==> config.mk <==
export PLATFORM = sky130hd
export DESIGN_NAME = emu_clock_reset_ctrl_flat
export DESIGN_NICKNAME = d
export VERILOG_FILES = /design/src/rtl/emu_clock_reset_ctrl_pkg.sv /design/src/rtl/emu_clock_reset_ctrl_if.sv /design/src/rtl/emu_clock_reset_ctrl_ce_divider.sv /design/src/rtl/emu_clock_reset_ctrl.sv /design/src/flat_wrapper.sv
export SDC_FILE = /design/constraint.sdc
export NUM_CORES = 1
export LEC_CHECK = 0
export CAP_MARGIN = 20
export CORE_MARGIN = 2
export CORE_UTILIZATION = 48
export DETAILED_ROUTE_END_ITERATION = 7
export PLACE_DENSITY = 0.81
export SYNTH_ARGS = -nofsm -noshare
export SYNTH_HDL_FRONTEND = slang
export SYNTH_SLANG_ARGS = --single-unit
==> constraint.sdc <==
create_clock -name clk_sys -period 1.7 [get_ports clk_sys]
set_input_delay 0.255 -clock clk_sys [delete_from_list [all_inputs] [get_ports clk_sys]]
set_output_delay 0.255 -clock clk_sys [all_outputs]
set_load 0.1 [all_outputs]
==> src/rtl/emu_clock_reset_ctrl_pkg.sv <==
// Shared types and constants for the emu clock-enable / core-reset sequencer.
// Optional feature macro: IOCTL_THROTTLE_EN (ioctl write throttling in the top).
package emu_clk_pkg;

    // Core reset sequencer states.
    typedef enum logic [1:0] {
        HOLD    = 2'd0,
        STRETCH = 2'd1,
        ALIGN   = 2'd2,
        RUN     = 2'd3
    } state_t;

    // ioctl_index value that marks a ROM download unless overridden.
    localparam logic [7:0] DEF_ROM_INDEX = 8'd0;

    // Width of the ioctl download index bus.
    localparam int IOCTL_IDX_W = 8;

    // Period in clocks of clock-enable channel k for a given base shift.
    function automatic int unsigned ce_period(input int unsigned base_shift,
                                              input int unsigned k);
        return 32'd1 << (base_shift + k);
    endfunction

endpackage

==> src/rtl/emu_clock_reset_ctrl_if.sv <==
// ioctl download bus between the host (master) and the reset sequencer (slave).
// ioctl_wait is only driven active when IOCTL_THROTTLE_EN is defined.
interface emu_clock_reset_ctrl_if;
    import emu_clk_pkg::*;

    logic                   ioctl_download;
    logic [IOCTL_IDX_W-1:0] ioctl_index;
    logic                   ioctl_wr;
    logic                   ioctl_wait;

    modport master (
        output ioctl_download,
        output ioctl_index,
        output ioctl_wr,
        input  ioctl_wait
    );

    modport slave (
        input  ioctl_download,
        input  ioctl_index,
        input  ioctl_wr,
        output ioctl_wait
    );

endinterface

==> src/rtl/emu_clock_reset_ctrl_ce_divider.sv <==
// Free-running divider producing power-of-two clock enables and matching
// pre-enables that fire exactly one clock ahead of each enable.
module emu_ce_divider #(
    parameter int NUM_CE     = 3,
    parameter int BASE_SHIFT = 2
) (
    input  logic              clk_i,
    input  logic              reset_n_i,
    output logic [NUM_CE-1:0] ce_o,
    output logic [NUM_CE-1:0] ce_pre_o
);

    // The slowest channel spans the whole counter, so it wraps on its own period.
    localparam int DIV_W = BASE_SHIFT + NUM_CE - 1;

    logic [DIV_W-1:0]  div_q;
    logic [DIV_W-1:0]  div_d;
    logic [DIV_W-1:0]  div_p1;
    logic [DIV_W-1:0]  div_p2;
    logic [NUM_CE-1:0] ce_q;
    logic [NUM_CE-1:0] ce_d;
    logic [NUM_CE-1:0] ce_pre_q;
    logic [NUM_CE-1:0] ce_pre_d;

    assign div_p1 = div_q + DIV_W'(1);
    assign div_p2 = div_q + DIV_W'(2);
    assign div_d  = div_p1;

    // Channel k fires when the low BASE_SHIFT+k bits of the look-ahead count are zero.
    for (genvar k = 0; k < NUM_CE; k++) begin : g_ce
        localparam logic [DIV_W:0]   SPAN = (DIV_W + 1)'(1) << (BASE_SHIFT + k);
        localparam logic [DIV_W-1:0] MASK = DIV_W'(SPAN - (DIV_W + 1)'(1));
        assign ce_d[k]     = ((div_p1 & MASK) == '0);
        assign ce_pre_d[k] = ((div_p2 & MASK) == '0);
    end

    // Counter and registered enables; all cleared while reset_n is low.
    always_ff @(posedge clk_i) begin
        if (!reset_n_i) begin
            div_q    <= '0;
            ce_q     <= '0;
            ce_pre_q <= '0;
        end else begin
            div_q    <= div_d;
            ce_q     <= ce_d;
            ce_pre_q <= ce_pre_d;
        end
    end

    assign ce_o     = ce_q;
    assign ce_pre_o = ce_pre_q;

endmodule

==> src/rtl/emu_clock_reset_ctrl.sv <==
// Clock-enable generator and core-reset sequencer for the emu top level.
// Core reset is stretched after host reset / ROM download and released on a
// slowest-channel phase boundary. Define IOCTL_THROTTLE_EN to enable ioctl_wait.
module emu_clock_reset_ctrl
    import emu_clk_pkg::*;
#(
    parameter int         NUM_CE      = 3,
    parameter int         BASE_SHIFT  = 2,
    parameter logic [7:0] ROM_INDEX   = DEF_ROM_INDEX,
    parameter int         HOLD_CYCLES = 16,
    parameter int         WAIT_CYCLES = 2
) (
    input  logic                   clk_sys,
    input  logic                   reset_n,
    input  logic                   host_reset,
    emu_clock_reset_ctrl_if.slave  ioctl,
    output logic [NUM_CE-1:0]      ce,
    output logic [NUM_CE-1:0]      ce_pre,
    output logic                   core_reset
);

    localparam int CNT_W = $clog2(HOLD_CYCLES) + 1;

    state_t           state_q;
    state_t           state_d;
    logic [CNT_W-1:0] cnt_q;
    logic [CNT_W-1:0] cnt_d;
    logic             core_reset_q;
    logic             core_reset_d;
    logic             req;

    emu_ce_divider #(
        .NUM_CE     (NUM_CE),
        .BASE_SHIFT (BASE_SHIFT)
    ) u_divider (
        .clk_i      (clk_sys),
        .reset_n_i  (reset_n),
        .ce_o       (ce),
        .ce_pre_o   (ce_pre)
    );

    // Only ROM downloads hold the core in reset; other indices pass through.
    assign req = host_reset | (ioctl.ioctl_download & (ioctl.ioctl_index == ROM_INDEX));

    // Next state: stretch after the request drops, then wait for the slow phase.
    always_comb begin
        state_d      = state_q;
        cnt_d        = cnt_q;
        core_reset_d = 1'b1;
        unique case (state_q)
            HOLD: begin
                cnt_d = '0;
                if (!req) begin
                    state_d = STRETCH;
                end
            end
            STRETCH: begin
                if (req) begin
                    state_d = HOLD;
                    cnt_d   = '0;
                end else if (cnt_q == CNT_W'(HOLD_CYCLES - 1)) begin
                    state_d = ALIGN;
                    cnt_d   = '0;
                end else begin
                    cnt_d = cnt_q + CNT_W'(1);
                end
            end
            ALIGN: begin
                if (req) begin
                    state_d = HOLD;
                end else if (ce_pre[NUM_CE-1]) begin
                    state_d = RUN;
                end
            end
            RUN: begin
                if (req) begin
                    state_d = HOLD;
                end
            end
            default: begin
                state_d = HOLD;
                cnt_d   = '0;
            end
        endcase
        core_reset_d = (state_d != RUN);
    end

    // State, stretch counter and registered core reset.
    always_ff @(posedge clk_sys) begin
        if (!reset_n) begin
            state_q      <= HOLD;
            cnt_q        <= '0;
            core_reset_q <= 1'b1;
        end else begin
            state_q      <= state_d;
            cnt_q        <= cnt_d;
            core_reset_q <= core_reset_d;
        end
    end

    assign core_reset = core_reset_q;

`ifdef IOCTL_THROTTLE_EN
    localparam int WCNT_W = $clog2(WAIT_CYCLES + 1);

    logic [WCNT_W-1:0] wcnt_q;
    logic [WCNT_W-1:0] wcnt_d;
    logic              wait_q;

    // Each write (re)loads the wait window; dropping download cancels it.
    always_comb begin
        wcnt_d = wcnt_q;
        if (!ioctl.ioctl_download) begin
            wcnt_d = '0;
        end else if (ioctl.ioctl_wr) begin
            wcnt_d = WCNT_W'(WAIT_CYCLES);
        end else if (wcnt_q != '0) begin
            wcnt_d = wcnt_q - WCNT_W'(1);
        end
    end

    // Wait is registered so it rises the cycle after the write strobe.
    always_ff @(posedge clk_sys) begin
        if (!reset_n) begin
            wcnt_q <= '0;
            wait_q <= 1'b0;
        end else begin
            wcnt_q <= wcnt_d;
            wait_q <= (wcnt_d != '0);
        end
    end

    assign ioctl.ioctl_wait = wait_q;
`else
    logic unused_throttle;
    assign unused_throttle  = ^{ioctl.ioctl_wr, 32'(WAIT_CYCLES)};
    assign ioctl.ioctl_wait = 1'b0;
`endif

endmodule

==> src/flat_wrapper.sv <==
// flat-port wrapper written by rule: the top's interface ports become plain ports
module emu_clock_reset_ctrl_flat import emu_clk_pkg::*;
#(
    parameter int         NUM_CE      = 3,
    parameter int         BASE_SHIFT  = 2,
    parameter logic [7:0] ROM_INDEX   = DEF_ROM_INDEX,
    parameter int         HOLD_CYCLES = 16,
    parameter int         WAIT_CYCLES = 2
)
  (clk_sys, reset_n, host_reset, ce, ce_pre, core_reset, ioctl_ioctl_download, ioctl_ioctl_index, ioctl_ioctl_wr, ioctl_ioctl_wait);
  emu_clock_reset_ctrl_if ioctl_i ();
  input  logic clk_sys;
  input  logic reset_n;
  input  logic host_reset;
  output logic [NUM_CE-1:0] ce;
  output logic [NUM_CE-1:0] ce_pre;
  output logic core_reset;
  input wire logic [$bits(ioctl_i.ioctl_download)-1:0] ioctl_ioctl_download;
  input wire logic [$bits(ioctl_i.ioctl_index)-1:0] ioctl_ioctl_index;
  input wire logic [$bits(ioctl_i.ioctl_wr)-1:0] ioctl_ioctl_wr;
  output wire logic [$bits(ioctl_i.ioctl_wait)-1:0] ioctl_ioctl_wait;
  assign ioctl_i.ioctl_download = ioctl_ioctl_download;
  assign ioctl_i.ioctl_index = ioctl_ioctl_index;
  assign ioctl_i.ioctl_wr = ioctl_ioctl_wr;
  assign ioctl_ioctl_wait = ioctl_i.ioctl_wait;
  emu_clock_reset_ctrl #(.NUM_CE(NUM_CE), .BASE_SHIFT(BASE_SHIFT), .ROM_INDEX(ROM_INDEX), .HOLD_CYCLES(HOLD_CYCLES), .WAIT_CYCLES(WAIT_CYCLES)) u_core (.clk_sys(clk_sys), .reset_n(reset_n), .host_reset(host_reset), .ioctl(ioctl_i), .ce(ce), .ce_pre(ce_pre), .core_reset(core_reset));
endmodule
* Word-level counts from Yosys, hierarchy flattened *
Cells that the tools add are included.
Widths: inputs -> output; s select.

operators by class
  add/subtract/negate cells = 3
  eq/ne operators = 5
  multiplexer cells = 10
  bitwise logic cells = 2
  reductions and logical operators = 9

operators with widths
  operator             count
  $logic_not 4->1      6
  $mux 2               6
  $mux 5               2
  $pmux 5 s2           1
  $logic_not 8->1      1
  $pmux 2 s4           1
  $add 5x1->5 const B  1
  $eq 5x4->1 const B   1
  $add 4x1->4 const B  1
  $add 4x2->4 const B  1
  $eq 2x2->1 const B   2
  $eq 2x1->1 const B   1
  $logic_not 2->1      1
  $ne 2x2->1 const B   1
  $reduce_bool 2->1    1
  $and 1x1->1          1
  $or 1x1->1           1

storage, ports and cells
  register bits after elaboration = 18
  input port bits = 13
  output and inout port bits = 8

* Longest topological paths before layout *
Gate-level depths: netlist of the first run.

  depth after elaboration = 6
  mapped depth = 5
  gate-level depth less buffers = 5

* Hierarchy *
A second synthesis of the first run with hierarchy kept.

unflattened totals
  cells, all modules = 77
  area, all modules = 778.2 um2

modules (own cells, without submodules)
  module                instances  cells an instance  area an instance (um2)  seq. area each (um2)
  emu_clock_reset_ctrl  1          48                 412.9                   160.2
  emu_ce_divider        1          29                 365.4                   200.2

* Worst setup path before layout of the first run *
Ideal clock, no wire load.

  path kind = reg-to-reg
  start = reg u_core.u_divider.ce_pre_q[2] (netlist: u_core.u_divider.ce_pre_o[2])
  end = reg u_core.state_q[0]
  arrival = 1.230 ns
  path slack = 0.400 ns
  cell stages (with the launch flop) = 3
  buffers on the path = 0
  cell sequence = dfxtp_1 o21ai_0 a21oi_1

on the way
  cells in the longest elaborated chain, start to end = 3

ends and longest elaborated chain
  what                      RTL line                               source
  start: declaration        emu_clock_reset_ctrl_ce_divider.sv:22  logic [NUM_CE-1:0] ce_pre_q;
  start signal: assignment  emu_clock_reset_ctrl_ce_divider.sv:46  ce_pre_q <= ce_pre_d;
  $mux 2                    emu_clock_reset_ctrl.sv:71             end else if (ce_pre[NUM_CE-1]) begin
  $mux 2                    emu_clock_reset_ctrl.sv:69             if (req) begin
  $pmux 2 s4                emu_clock_reset_ctrl.sv:50             unique case (state_q)
  end signal: assignment    emu_clock_reset_ctrl.sv:95             state_q <= state_d;
  end: declaration          emu_clock_reset_ctrl.sv:24             state_t state_q;

No other way between the ends.
A chain may end at the register's enable or synchronous reset.

* Worst setup path after layout of the first run *
  start = in ioctl_ioctl_index[3]
  end = reg u_core.cnt_q[3]

on the way
  cells in the longest elaborated chain, start to end = 5

ends and longest elaborated chain
  what                    RTL line                    source
  start: declaration      flat_wrapper.sv:19          input wire logic [$bits(ioctl_i.ioctl_index)-1:0] ioctl_ioctl_index;
  $logic_not 8->1         emu_clock_reset_ctrl.sv:43  assign req = host_reset | (ioctl.ioctl_download & (ioctl.ioctl_index == ROM_INDEX));
  $and 1x1->1             emu_clock_reset_ctrl.sv:43
  $or 1x1->1              emu_clock_reset_ctrl.sv:43
  $mux 5                  emu_clock_reset_ctrl.sv:58  if (req) begin
  $pmux 5 s2              emu_clock_reset_ctrl.sv:50
  end signal: assignment  emu_clock_reset_ctrl.sv:96  cnt_q <= cnt_d;
  end: declaration        emu_clock_reset_ctrl.sv:26  logic [CNT_W-1:0] cnt_q;

No other way between the ends.

==> results of run 1 <==
==> area by class of cell <==
class | count | area [sq um]
Fill cell | 113 | 452
Sequential cell | 18 | 360
Multi-Input combinational cell | 49 | 338
Timing Repair Buffer | 18 | 250
Clock buffer | 4 | 36.3
Tap cell | 16 | 20.0
Inverter | 4 | 15.0
==> routing by layer <==
| metal | global-route usage [%] | routed length, microns | vias to the layer above |
|---|---|---|---|
| met4 | 9.09 | 21 | 0 |
| met2 | 28.8 | 657 | 19 |
| met3 | 5.11 | 70 | 2 |
| met1 | 19.8 | 541 | 244 |
| li1 | - | - | 291 |
| met5 | 0 | 0 | - |
==> cells in the mapped netlist (2+ instances only) <==
library cell / number / area (sq um)
sky130_fd_sc_hd__nor2b_1: 4 / 25.0
sky130_fd_sc_hd__nand3_1: 5 / 25.0
sky130_fd_sc_hd__ha_1: 5 / 62.6
sky130_fd_sc_hd__a21boi_1: 2 / 15.0
sky130_fd_sc_hd__nor2_1: 3 / 11.3
sky130_fd_sc_hd__nand2_1: 5 / 18.8
sky130_fd_sc_hd__and2_1: 4 / 25.0
sky130_fd_sc_hd__clkbuf_1: 2 / 7.51
sky130_fd_sc_hd__inv_1: 4 / 15.0
sky130_fd_sc_hd__dfxtp_1: 18 / 360
sky130_fd_sc_hd__nor3b_1: 3 / 22.5
sky130_fd_sc_hd__xor2_1: 2 / 17.5
sky130_fd_sc_hd__o21ai_1: 4 / 20.0
==> power by group <==
group / switching [mW] / internal (mW)
Clock: 0.128 / 0.131
Combinational: 0.0732 / 0.0556
Sequential: 0.0124 / 0.435
==> cell usage in the layout, fill, tap and decap left out, drive strengths merged <==
| cell type | instances |
|---|---|
| a21boi | 2 |
| a21o | 1 |
| a21oi | 1 |
| a311oi | 1 |
| a31oi | 1 |
| and2 | 4 |
| buf | 7 |
| clkbuf | 4 |
| clkdlybuf4s50 | 11 |
| conb | 1 |
| dfxtp | 18 |
| ha | 5 |
| inv | 4 |
| nand2 | 5 |
| nand3 | 5 |
| nand4 | 1 |
| nand4bb | 1 |
| nor2 | 3 |
| nor2b | 4 |
| nor3 | 1 |
| nor3b | 3 |
| nor4 | 1 |
| o2111ai | 1 |
| o21ai | 5 |
| xnor2 | 1 |
| xor2 | 2 |
==> path summary, 6_finish.rpt <==
check / to / depth (start not counted) / startpoint
max: u_core.cnt_q[3] / 5 / ioctl_ioctl_index[3]
min: u_core.u_divider.div_q[0] / 1 / u_core.u_divider.div_q[0]
max reg2reg: u_core.cnt_q[3] / 5 / u_core.cnt_q[0]
min reg2reg: u_core.u_divider.div_q[0] / 1 / u_core.u_divider.div_q[0]
==> stage by stage <==
stage | utilization (%) | power (mW) | setup WS (ns)
after detailed placement | 66.8 | 0.586 | 0.108
after global routing | 69.3 | 0.866 | 0.297
after floorplan | - | 0.528 | 0.400
after CTS | 69.3 | 0.842 | 0.423
after global placement | 66.8 | 0.583 | 0.150
final | 69.3 | 0.834 | 0.418
==> cells by family (layout without fill, tap and decap cells) <==
group,after synthesis,in the layout,share of synthesized area [%]
other cells,1,1,0.515
simple gates,28,28,22.3
fa+ha+maj,5,5,8.59
flops,18,18,49.5
compound gates,12,12,11.3
xor+xnor,3,3,3.61
buf+inv,7,26,4.12
==> state kept, by name, indices dropped and copies added, names as in the netlist <==
signal / count
u_core.cnt_q: 5
u_core.core_reset: 1
u_core.state_q: 2
u_core.u_divider.ce_o: 3
u_core.u_divider.ce_pre_o: 3
u_core.u_divider.div_q: 4
==> flow_results.org, run 1 <==
** STA
- Setup repair after global routing left no endpoint under its margin.
- Tmin final :: 1.28 ns
- Clock skew :: 0.00922 ns
- Hold is met by 0.488 ns.
- The count of pins over their slew limit came to 0.
- The final critical path takes up 75.4% of the cycle.
- Fmax :: 780 MHz
- Number of setup violations in the final report :: 0
- TNS Setup :: 0 ns
- Final Hold Fails :: 0

** Power and ir drop
- Static Leakage :: 0.425 nW
- P per Cell Area :: 818 nW/um^2
- Across the VDD grid, the largest voltage drop is 0.000590 V.

** Synth
- Commonest register cell after synthesis :: sky130_fd_sc_hd__dfxtp_1
- The Yosys step of the flow raised 0 warnings.
- Counting every instance in the synthesized netlist gives 74.
- Netlist cell types :: 26
- Area of the mapped netlist :: 728 sq um
- Counting every net in the synthesized netlist gives 92.
- Synthesis inferred 18 register bits.
- After synthesis, the share of flip-flops with an asynchronous set or reset is 0%.
- Number of enable-type register cells in the synthesized netlist :: 0
- A synthesized cell averages 9.84 sq um.
- Sequential elements use 49.5% of the synthesized area.

** Die
- Number of rows in the core area :: 14
- In this run the standard cell core region covers 1470 sq um.
- Floorplan die height :: 43.0 microns
- Area enclosed by the die boundary :: 1840 sq um
- Pin placement for this block handled 21 I/O pins.
- Die Width :: 43.0 microns
- Once the floorplan was initialized, standard cells occupied 49.5% of the core.

** CTS
- The tree is rooted in a sky130_fd_sc_hd__clkbuf_4.
- Clock-pin slew was measured on the worst setup and hold paths at 0.10 ns.
- Post-CTS repair changed the size of 0 cells.
- Buffers inserted during post-CTS setup optimization :: 0
- Counting the buffers created by CTS gives 3.
- After clock tree synthesis, the flow added hold-fix buffers numbering 0.
- CTS built an H-tree with a depth of 1.
- TritonCTS Sinks :: 18
- The clock passes through at most 2 buffers.
- TritonCTS built the clock tree.
- At the later pin of the worst-skew pair, clock insertion delay measures 0.29 ns.

** Critical path
- Endpoint arrival time on the critical path :: 1.46 ns
- Critical Path Start Type :: input port
- Of all nets on the critical path, the largest fanout is 3.
- CP cell instances :: clkdlybuf4s50_1, nor4_2, a311oi_2, nand4bb_1, o21ai_1
- On the worst path, the slowest cell contributes a delay of 0.41 ns.
- Critical path start-end classification :: input port to flop
- R2R Setup Slk :: 0.45 ns
- For the worst setup path, the data required time is 1.88 ns.
- Highest-delay cell along the critical path :: sky130_fd_sc_hd__clkdlybuf4s50_1
- CP Buf/Inv Count :: 1
- Capturing element type of the critical path :: flop
- Cell family with the largest share of critical-path delay :: simple AND/OR/NAND/NOR gates

** Finish
- Ratio of cells with drive above 1 in the final layout :: 14.0%
- The finished cells cover 1020 sq um.
- For this run, the number of standard cells in the final layout without fillers is 109.
- Number of inserted diodes :: 0
- At the end of the flow, the number of nets in the layout was 112.
- Relative to the synthesized area, the layout overhead comes to 40.0%.

** Place
- Including well taps, the total number of placed cells is 105.
- Final RePlAce weighted congestion :: 0.787
- Placed cell area :: 983 sq um
- The wire-length estimate of the detail-placed layout is 1010 microns.
- PortBufs :: 18

** Global routing
- Global route total overflow :: 0
- The first global-routing pass estimated 2340 microns of wire.
- The via count of the first global-routing pass was 558.
- Entering global routing, the biggest net connects 17 pins.
- Global routing used 17.3% of the available tracks.
- The number of antenna violations at the first check in global routing was 0.

** Routing
- Post-detailed-route DRC marker count :: 0
- In the routed layout, each cell is associated on average with a via count of 5.10.
- Total via count after detailed routing :: 556
- Number of nets with antenna violations after detailed routing :: 0
- Avg WL per Cell :: 11.8 microns
- The first TritonRoute pass finished after 4 iterations.
- After detailed routing, the total wire length is 1290 microns.
- Number of violations reported at the end of detailed-routing iteration 0 :: 9

** Worst hold path
- The worst hold path belongs to the class flop to flop.

** Run status
- Outcome :: finished, final reports clean

** Flow run
- Max-cap violations in this run came to 0.
Power figures use the tool's default switching activity.
==> run 2: changes to the inputs <==
CORE_UTILIZATION = 44   (was 48)
PLACE_DENSITY = 0.75   (was 0.81)
clock period = 1.2 ns   (was 1.7 ns; I/O delays follow)
==> run 2 against run 1 <==
Clock power is 44% higher. Core utilization rose by 6.4 points. Sequential share of layout area fell by 3.7 points. Register-to-register slack lost 0.37 ns. Via count up 5.2%. Hold slack got worse by 0.061 ns. Largest power group unchanged. Critical path depth is the same.
==> flow_results.org, run 2 (synthesis results as in run 1) <==
** Global routing
- The via count of the first global-routing pass was 559.
- Global routing finished with a remaining overflow of 0.
- Maximum number of pins on one net before global-route repair :: 11
- The number of antenna violations at the first check in global routing came to 0.
- Wire length of the first global-routing pass :: 2370 microns
- For this run, the total global-route usage over all layers was measured as 16.3%.

** Place
- Counting tap cells, the placed design contains a total of 110 instances.
- PortBufs :: 18
- Final HPWL from detailed placement :: 1020 microns
- Final RePlAce weighted congestion :: 0.803

** Critical path
- The critical path is of the flop to flop type.
- The slowest stage of the critical path is the sky130_fd_sc_hd__dfxtp_2 cell.
- R2R Setup Slk :: 0.08 ns
- Traced cell by cell, the critical path runs through ha_2, nand3_2, nor2_2, nand4bb_4, o21ai_2.
- The worst setup path is captured at a flop.
- For the worst setup path, the data arrival time is 1.32 ns.
- CP Buf/Inv Count :: 0
- STA puts the critical path data required time at 1.40 ns.
- The kind of cell with the highest combined delay along the critical path is simple AND/OR/NAND/NOR gates.
- Critical Path Start Type :: flop
- For this run, the slowest stage of the critical path takes 0.35 ns.
- Worst Path Max Fanout :: 3

** CTS
- CTS built an H-tree with a depth of 1.
- Clk Tree Root Cell :: sky130_fd_sc_hd__clkbuf_4
- After clock tree synthesis, the clock-pin slew on the worst setup and hold paths is 0.10 ns.
- Clock latency on the worst-skew pair, taken at its later pin, is 0.30 ns.
- TritonCTS Sinks :: 18
- Total clock buffers created by CTS :: 3
- The longest clock path from root to sink contains 2 buffers.
- TritonCTS built the clock tree.
- Buffers inserted to repair hold after CTS numbered 0.
- Buffers inserted during post-CTS setup optimization :: 0

** Finish
- From synthesis to final layout, the design area changed by 58.4%.
- The register with the most flip-flops in the layout has 5 of them.
- In the layout the commonest cells are sky130_fd_sc_hd__dfxtp_1 (14), sky130_fd_sc_hd__buf_12 (7), sky130_fd_sc_hd__dlymetal6s2s_1 (6).
- Cells fill 75.7% of the core in the end.
- In the final layout, the share of cells above drive strength 1 is 32.7%.
- In the final layout, the registers with the most flip-flops are u_core.cnt_q x5, u_core.u_divider.div_q x4.
- Register with the highest flop count :: u_core.cnt_q
- After the flow finishes, the layout carries non-filler instances totaling 114.
- At the end of the flow, the number of nets in the layout was 117.
- The library cell used most frequently in the layout, excluding fill and tap cells, is sky130_fd_sc_hd__dfxtp_1.
- The repair_antennas step left the layout with diodes totalling 0.

** Routing
- In this run the top signal layer used is met4.
- Avg WL per Cell :: 13.0 microns
- Number of violations reported at the end of detailed-routing iteration 0 :: 12
- For this block, the routed nets add up to 1490 microns of wire.
- Post-detailed-route DRC marker count :: 0
- After detailed routing, the wire length on met1 is 602 microns.
- Routed wl met3 :: 27 microns
- Number of nets with antenna violations after detailed routing :: 0
- Total via count after detailed routing :: 585
- Detailed-routing iteration count for the pre-antenna-repair pass :: 3
- Per-cell via count in the routed design :: 5.13
- DR WL met2 :: 824 microns

** STA
- Of the available clock period, the critical path in the final layout requires 93.3%.
- The count of pins over their slew limit came to 0.
- Tmin final :: 1.12 ns
- The hold violation count in the final report was 0.
- The tightest hold path in the finished design has a slack of 0.426 ns.
- Number of setup violations in the final report :: 0
- Clock skew on the completed layout was measured at 0.00676 ns.
- TNS Setup :: 0 ns
- Static timing analysis puts the maximum clock frequency at 893 MHz.

** Power and ir drop
- Static Leakage :: 0.516 nW
- P per Cell Area :: 1050 nW/um^2
- Overall power consumption :: 1.21 mW
- Across the VDD grid, the largest voltage drop is 0.000692 V.

** Die
- Number of rows in the core area :: 14
- Core Footprint :: 1520 sq um
- The floorplan step set the die width to 44.7 microns.
- Top-Level Pins :: 21
- Starting density of the core :: 47.8%
- Area enclosed by the die boundary :: 2000 sq um
- Floorplan die height :: 44.7 microns

** Worst hold path
- The path class of the tightest hold or removal check is input port to flop.

** Run status
- Outcome :: finished, final reports clean

** Flow run
- Max-capacitance violation count :: 0
==> run 2: cell count changes in the layout (fill, tap and decap cells not counted), sizes merged <==
cell	change
clkdlybuf4s50	-6
dlymetal6s2s	+6
buf	+5
==> run 2: final timing paths <==
kind / from / to / cells after the start
worst max-delay path: u_core.cnt_q[1] / u_core.cnt_q[3] / 5
worst min-delay path: ioctl_ioctl_index[6] / u_core.core_reset / 4
worst max register to register: u_core.cnt_q[1] / u_core.cnt_q[3] / 5
worst min register to register: u_core.u_divider.div_q[0] / u_core.u_divider.div_q[0] / 1
==> run 2: where the power goes <==
part           switching, mW  internal (mW)
Combinational          0.119         0.0904
Clock                  0.187          0.185
Sequential            0.0152          0.617
==> run 2: routing by layer <==
metal / global-route usage (%) / vias to the layer above
met5: 0 / -
met4: 10.9 / 0
met1: 21.7 / 271
met3: 1.22 / 4
li1: - / 300
met2: 24.9 / 10
==> run 2: through the flow <==
| step | instance area, sq um | worst slack (ns) |
|---|---|---|
| finish | 1150 | 0.0801 |
| global route | 1150 | -0.00829 |
| CTS | 1060 | 0.0131 |
| detailed placement | 1020 | -0.295 |
| global placement | 1020 | -0.255 |
| floorplan | 729 | 0.111 |
==> run 2: worst reg2reg max path, delay by kind of cell (launching register included) <==
family	cells	cell delay [ns]
flip-flops	1	0.35
AND/OR/NAND/NOR	3	0.40
adder cells (fa/ha/maj)	1	0.20
AO/OA/AOI/OAI	1	0.08
==> run 2: what timing repair did <==
action	4_1_cts	5_1_grt
gates resized for setup	3	19
pin swaps	3	4
endpoints found under the setup margin	1	6
==> run 2: area by class of cell <==
class / instances / area [sq um]
Tap cell: 16 / 20.0
Fill cell: 113 / 370
Multi-Input combinational cell: 49 / 414
Sequential cell: 18 / 365
Clock buffer: 4 / 36.3
Inverter: 4 / 15.0
Timing Repair Buffer: 23 / 303
